==> src/rtl/parse_ctrl_if.sv <==
// Packet-parse controller bus: config writes, packet handoff, header results.
// master drives packets/config, slave is the controller.
interface parse_ctrl_if #(
  parameter int ADDR_WIDTH  = 16,
  parameter int LEN_WIDTH   = 8,
  parameter int NUM_HEADERS = 4
);
  localparam int IDX_WIDTH = $clog2(NUM_HEADERS);

  logic                  cfg_we;
  logic [IDX_WIDTH-1:0]  cfg_idx;
  logic [LEN_WIDTH-1:0]  cfg_len;
  logic                  pkt_valid;
  logic [ADDR_WIDTH-1:0] pkt_len;
  logic                  pkt_ready;
  logic                  hdr_valid;
  logic [IDX_WIDTH-1:0]  hdr_idx;
  logic [ADDR_WIDTH-1:0] hdr_addr_o;
  logic                  done;
  logic                  err;
  logic [IDX_WIDTH:0]    hdr_cnt;

  modport master (
    output cfg_we, cfg_idx, cfg_len, pkt_valid, pkt_len,
    input  pkt_ready, hdr_valid, hdr_idx, hdr_addr_o,
    input  done, err, hdr_cnt
  );

  modport slave (
    input  cfg_we, cfg_idx, cfg_len, pkt_valid, pkt_len,
    output pkt_ready, hdr_valid, hdr_idx, hdr_addr_o,
    output done, err, hdr_cnt
  );
endinterface

==> src/rtl/parse_ctrl.sv <==
// Header walker: steps through a table of header lengths and reports
// each header offset inside the packet until the table or packet ends.
module parse_ctrl #(
  parameter int ADDR_WIDTH  = 16,
  parameter int LEN_WIDTH   = 8,
  parameter int NUM_HEADERS = 4
) (
  input logic         clk,
  input logic         rst,
  parse_ctrl_if.slave bus
);
  localparam int IDX_WIDTH = $clog2(NUM_HEADERS);

  typedef enum logic [1:0] {IDLE, WALK, DONE} state_t;

  state_t                state;
  logic [LEN_WIDTH-1:0]  len_tbl [NUM_HEADERS];
  logic [ADDR_WIDTH-1:0] len_q;
  logic [ADDR_WIDTH-1:0] offset;
  logic [IDX_WIDTH:0]    idx;
  logic [IDX_WIDTH:0]    cnt;

  logic                  ready_q;
  logic                  hv_q;
  logic [IDX_WIDTH-1:0]  hidx_q;
  logic [ADDR_WIDTH-1:0] haddr_q;
  logic                  done_q;
  logic                  err_q;
  logic [IDX_WIDTH:0]    hcnt_q;

  logic                  at_end;
  logic [LEN_WIDTH-1:0]  cur_len;
  logic [ADDR_WIDTH:0]   sum;

  assign at_end = (idx == (IDX_WIDTH+1)'(NUM_HEADERS));

  always_comb begin
    cur_len = '0;
    if (!at_end) cur_len = len_tbl[idx[IDX_WIDTH-1:0]];
  end

  // one extra bit so an overrun past the top of the address range is seen
  assign sum = {1'b0, offset} + (ADDR_WIDTH+1)'(cur_len);

  always_ff @(posedge clk or posedge rst) begin
    if (rst) begin
      for (int i = 0; i < NUM_HEADERS; i++) len_tbl[i] <= '0;
      len_tbl[0] <= LEN_WIDTH'(14);
      if (NUM_HEADERS > 1) len_tbl[1] <= LEN_WIDTH'(20);
    end else if (bus.cfg_we && state == IDLE) begin
      len_tbl[bus.cfg_idx] <= bus.cfg_len;
    end
  end

  always_ff @(posedge clk or posedge rst) begin
    if (rst) begin
      state   <= IDLE;
      ready_q <= 1'b1;
      hv_q    <= 1'b0;
      done_q  <= 1'b0;
      err_q   <= 1'b0;
      hidx_q  <= '0;
      haddr_q <= '0;
      hcnt_q  <= '0;
      len_q   <= '0;
      offset  <= '0;
      idx     <= '0;
      cnt     <= '0;
    end else begin
      hv_q   <= 1'b0;
      done_q <= 1'b0;
      case (state)
        IDLE: begin
          if (bus.pkt_valid) begin
            len_q   <= bus.pkt_len;
            offset  <= '0;
            idx     <= '0;
            cnt     <= '0;
            ready_q <= 1'b0;
            state   <= WALK;
          end
        end
        WALK: begin
          if (at_end || cur_len == '0) begin
            state  <= DONE;
            done_q <= 1'b1;
            err_q  <= 1'b0;
            hcnt_q <= cnt;
          end else if (sum > {1'b0, len_q}) begin
            state  <= DONE;
            done_q <= 1'b1;
            err_q  <= 1'b1;
            hcnt_q <= cnt;
          end else begin
            hv_q    <= 1'b1;
            hidx_q  <= idx[IDX_WIDTH-1:0];
            haddr_q <= offset;
            offset  <= sum[ADDR_WIDTH-1:0];
            idx     <= idx + 1'b1;
            cnt     <= cnt + 1'b1;
          end
        end
        DONE: begin
          ready_q <= 1'b1;
          state   <= IDLE;
        end
        default: begin
          ready_q <= 1'b1;
          state   <= IDLE;
        end
      endcase
    end
  end

  assign bus.pkt_ready  = ready_q;
  assign bus.hdr_valid  = hv_q;
  assign bus.hdr_idx    = hidx_q;
  assign bus.hdr_addr_o = haddr_q;
  assign bus.done       = done_q;
  assign bus.err        = err_q;
  assign bus.hdr_cnt    = hcnt_q;
endmodule

==> src/flat_wrapper.sv <==
// flat-port wrapper written by rule: the top's interface ports become plain ports
module parse_ctrl_flat 
#(
  parameter int ADDR_WIDTH  = 16,
  parameter int LEN_WIDTH   = 8,
  parameter int NUM_HEADERS = 4
)
  (clk, rst, bus_cfg_we, bus_cfg_idx, bus_cfg_len, bus_pkt_valid, bus_pkt_len, bus_pkt_ready, bus_hdr_valid, bus_hdr_idx, bus_hdr_addr_o, bus_done, bus_err, bus_hdr_cnt);
  parse_ctrl_if #(.ADDR_WIDTH(ADDR_WIDTH), .LEN_WIDTH(LEN_WIDTH), .NUM_HEADERS(NUM_HEADERS)) bus_i ();
  input logic clk;
  input logic rst;
  input wire logic [$bits(bus_i.cfg_we)-1:0] bus_cfg_we;
  input wire logic [$bits(bus_i.cfg_idx)-1:0] bus_cfg_idx;
  input wire logic [$bits(bus_i.cfg_len)-1:0] bus_cfg_len;
  input wire logic [$bits(bus_i.pkt_valid)-1:0] bus_pkt_valid;
  input wire logic [$bits(bus_i.pkt_len)-1:0] bus_pkt_len;
  output wire logic [$bits(bus_i.pkt_ready)-1:0] bus_pkt_ready;
  output wire logic [$bits(bus_i.hdr_valid)-1:0] bus_hdr_valid;
  output wire logic [$bits(bus_i.hdr_idx)-1:0] bus_hdr_idx;
  output wire logic [$bits(bus_i.hdr_addr_o)-1:0] bus_hdr_addr_o;
  output wire logic [$bits(bus_i.done)-1:0] bus_done;
  output wire logic [$bits(bus_i.err)-1:0] bus_err;
  output wire logic [$bits(bus_i.hdr_cnt)-1:0] bus_hdr_cnt;
  assign bus_i.cfg_we = bus_cfg_we;
  assign bus_i.cfg_idx = bus_cfg_idx;
  assign bus_i.cfg_len = bus_cfg_len;
  assign bus_i.pkt_valid = bus_pkt_valid;
  assign bus_i.pkt_len = bus_pkt_len;
  assign bus_pkt_ready = bus_i.pkt_ready;
  assign bus_hdr_valid = bus_i.hdr_valid;
  assign bus_hdr_idx = bus_i.hdr_idx;
  assign bus_hdr_addr_o = bus_i.hdr_addr_o;
  assign bus_done = bus_i.done;
  assign bus_err = bus_i.err;
  assign bus_hdr_cnt = bus_i.hdr_cnt;
  parse_ctrl #(.ADDR_WIDTH(ADDR_WIDTH), .LEN_WIDTH(LEN_WIDTH), .NUM_HEADERS(NUM_HEADERS)) u_core (.clk(clk), .rst(rst), .bus(bus_i));
endmodule
==> config.mk <==
export PLATFORM = sky130hd
export DESIGN_NAME = parse_ctrl_flat
export DESIGN_NICKNAME = d
export VERILOG_FILES = /design/src/rtl/parse_ctrl_if.sv /design/src/rtl/parse_ctrl.sv /design/src/flat_wrapper.sv
export SDC_FILE = /design/constraint.sdc
export NUM_CORES = 1
export LEC_CHECK = 0
export ABC_AREA = 1
export CAP_MARGIN = 10
export CORE_MARGIN = 4
export CORE_UTILIZATION = 40
export CTS_CLUSTER_SIZE = 40
export DETAILED_ROUTE_END_ITERATION = 10
export DONT_BUFFER_PORTS = 1
export SYNTH_ARGS = -nofsm -noshare
export SYNTH_HDL_FRONTEND = slang
export SYNTH_SLANG_ARGS = --single-unit
==> constraint.sdc <==
create_clock -name clk -period 12.83 [get_ports clk]
set_input_delay 0 -clock clk [delete_from_list [all_inputs] [get_ports clk]]
set_output_delay 0 -clock clk [all_outputs]
set_load 0.01 [all_outputs]
==> results.yml <==
final_layout:
  multi_input_area_um2: 2262
  syn_to_final_growth_pct: 12.54
  layout.nets: 721
  fillers: 1295
  n_antenna_cell: 0
  drive_above_1_share_pct: 4.940
  fin_util_pct: 46.09
  regArea_um2: 2435
synth:
  muxShareOfSynthArea_pct: 0.2179
  synth.distinct_cells: 32
  synth_top_family_by_area: "simple AND/OR/NAND/NOR gates"
  synth_fa_ha_area_share_pct: 6.923
  synthFlopType: "dfrtp_1"
  ys_seq_area_share_pct: 47.11
  syn_inst: 649
  avgSynthCellArea_um2: 7.964
  synth_xor_area_share_pct: 2.203
  syn-num-nets: 707
  ys_ff_latch: 97
  synth_edf_count: 0
  async_flop_share_pct: 100.0
  yosys.area_share.simple_pct: 23.94
  syn_area_um2: 5169
  synth-compound-area-share_pct: 10.43
  yosysWarnings: 0
clock_network:
  postCtsResizedCells: 0
  cts-root-buf: "clkbuf_16"
  htreeDepth: 3
  cts_tree: "done"
  clock_latency_ns: 0.35
  cts_buffers: 9
  clk_pin_slew_ns: 0.06
  clock_sinks: 97
  clk_path_buf_depth: 2
timing:
  hold_viol_final: 0
  tightest_slew_ns: 1.059
  slew_headroom_pct: 29.18
  setup_viol: 0
  fin_hold_ws_ns: 0.09000
  fin_tns_setup_ns: 0
  fin_skew_ns: 0.005935
  grt_setup_unrepaired: "no"
  drv_slew: 0
  finalCritPeriodShare_pct: 45.04
  period_needed_ns: 5.779
  fmax_ghz: 0.1730
floorplan:
  fp.coreArea_um2: 12620
  io_pins: 55
  die_x_um: 121.7
  rows: 41
  die-area_um2: 14800
  fp.dieH_um: 121.7
  start_util_pct: 40.96
worst_setup_path:
  cp.arrival_ns: 5.99
  required_ns: 13.04
  slowest_stage: "nand3_1"
  regToRegEndpoint: "u_core.bus.hdr_idx[0]"
  ff2ff_path_depth: 28
  rrSetupSlack_ns: 7.05
  r2r-start: "u_core.idx[0]"
  crit_path_start_kind: "flop"
  cpMostUsedCell: "nand2_1"
  cp-end-kind: "flop"
  critPathKind: "reg -> reg"
  cp_slowest_stage_delay_ns: 0.75
  cp_max_fo: 30
power_and_ir_drop:
  intPower_uw: 938.8
  p_comb_share_pct: 51.5
  p_leak_uw: 0.003019
  pwr-share-seq_pct: 32.4
  p_sw_share_pct: 45.17
  ir_drop_mv: 0.1215
  power.switching_uw: 773.5
  powerDensity_nw_per_um2: 294.4
  clockPowerShare_pct: 16.1
  power.total_uw: 1712
global_route:
  grt_max_degree: 67
  grt_pass1_wl_um: 19890
  antenna_found_initial: 0
  grt_pass1_vias: 4045
  overflow: 0
  grt_usage_pct: 16.99
run_status:
  outcome: "finished, final reports clean"
drt:
  vias_per_cell: 4.842
  firstDrtPassIters: 5
  ant_nets: 0
  drt_wl_total_um: 11810
  drc_errors: 0
  dr_total_vias: 4067
  drt_iter0_drc: 247
  post_drt_wl_per_cell_um: 14.06
placement:
  hpwl_um: 8561
  gp_congestion: 0.8717
  io_buffers: 0
worst_hold_path:
  min_path_cells: 3
  hold_path.class: "in -> reg"
  hold_start: "bus_pkt_valid"
  whs_endpoint: "u_core.bus.pkt_ready"
job:
  maxCapViolCount: 0
==> worst max-delay path by stage <==
| stage | startpoint | to | slack, ns |
|---|---|---|---|
| 4_1_cts | u_core.idx[0] | u_core.bus.hdr_idx[0] | 6.93 |
| 5_1_grt | u_core.idx[0] | u_core.bus.hdr_idx[0] | 6.24 |
| 6_report | u_core.idx[0] | u_core.bus.hdr_idx[0] | 7.05 |
| 2_1_floorplan | u_core.idx[0] | u_core.offset[0] | 8.76 |
| 3_5_place_dp | u_core.idx[0] | u_core.bus.hdr_idx[0] | 6.99 |
| 3_3_place_gp | u_core.idx[0] | u_core.bus.hdr_idx[0] | 7.10 |
==> timing repair <==
| action | CTS | global route |
|---|---|---|
| hold buffers | 25 | 0 |
| hold endpoints to repair | 79 | 0 |
| setup buffers | 0 | 0 |
==> cell usage in the layout (no fill, tap or decap), drive strengths merged, types with 2 or more instances in the layout <==
cell	instances
nand2	179
dfrtp	91
inv	86
o21ai	80
nor2	63
ha	27
dlygate4sd3	25
nand4	24
nand3	19
a21oi	15
clkbuf	14
xor2	11
nor3	9
dfstp	6
o22ai	3
o21bai	2
xnor2	2
buf	2
==> per-layer routing <==
| layer | global-route usage [%] | share of wire [%] |
|---|---|---|
| met1 | 21.38 | 45 |
| met2 | 29.02 | 50 |
| met3 | 4.643 | 3.8 |
| met4 | 4.342 | 1.4 |
| met5 | 0 | 0 |
==> logic make-up (layout without fill, tap and decap cells) <==
group	count (synthesis)	count (layout)
AND/OR/NAND/NOR	296	296
adder cells (fa/ha/maj)	28	28
buffers and inverters	110	129
multiplexers	1	1
XOR/XNOR	13	13
AO/OA/AOI/OAI	104	104
flip-flops	97	97
==> worst max-delay path, delay by kind of cell, from the launching register on <==
family | cells | cell delay, ns
compound gates | 3 | 0.94
simple gates | 15 | 2.02
flops | 1 | 0.74
buf+inv | 5 | 0.53
xor+xnor | 1 | 0.25
fa+ha+maj | 4 | 1.17
==> per-stage QoR <==
| step | std cells | worst slack (ns) | instance area (um2) |
|---|---|---|---|
| after global placement | 799 | 7.100 | 5258 |
| after global routing | 840 | 6.236 | 5817 |
| after floorplan | 649 | 8.764 | 5169 |
| after detailed placement | 799 | 6.989 | 5258 |
| final | 840 | 7.051 | 5817 |
| after CTS | 840 | 6.931 | 5817 |
==> registers in the layout, indices dropped and copies added (netlist names) <==
name,count
u_core.len_tbl,32
u_core.bus.hdr_idx,2
u_core.bus.err,1
u_core.state,2
u_core.offset,16
u_core.bus.hdr_valid,1
u_core.len_q,16
u_core.bus.hdr_addr_o,16
u_core.idx,3
u_core.cnt,3
u_core.bus.done,1
u_core.bus.hdr_cnt,3
u_core.bus.pkt_ready,1
==> power groups by stage <==
stage | clock (uW) | sequential, uW | combinational, uW
floorplan | 0 | 520 | 730
global placement | 0 | 561 | 866
detailed placement | 0 | 561 | 885
CTS | 284 | 557 | 901
global route | 296 | 571 | 1030
finish | 276 | 555 | 881
==> Yosys cell counts, drive strengths merged, types with 2 or more instances <==
cell	instances	area share, %
dfrtp	91	44
xnor2	2	0.34
buf	11	1.9
nand4	24	2.9
clkbuf	13	0.94
inv	86	6.3
o21ai	80	7.7
a21oi	15	1.5
o21bai	2	0.29
nand2	179	13
nand3	19	2.1
nor2	63	4.6
ha	27	6.5
o22ai	3	0.36
dfstp	6	3.1
xor2	11	1.9
nor3	9	1.1
==> layout make-up <==
type	count	share of cell area (%)
Sequential cell	97	41.86
Multi-Input combinational cell	442	38.89
Inverter	86	5.679
Clock buffer	14	4.711
Timing Repair Buffer	27	4.560
Tap cell	172	3.700
Clock inverter	2	0.6023
Note: power is estimated with default switching activity, not from simulation.
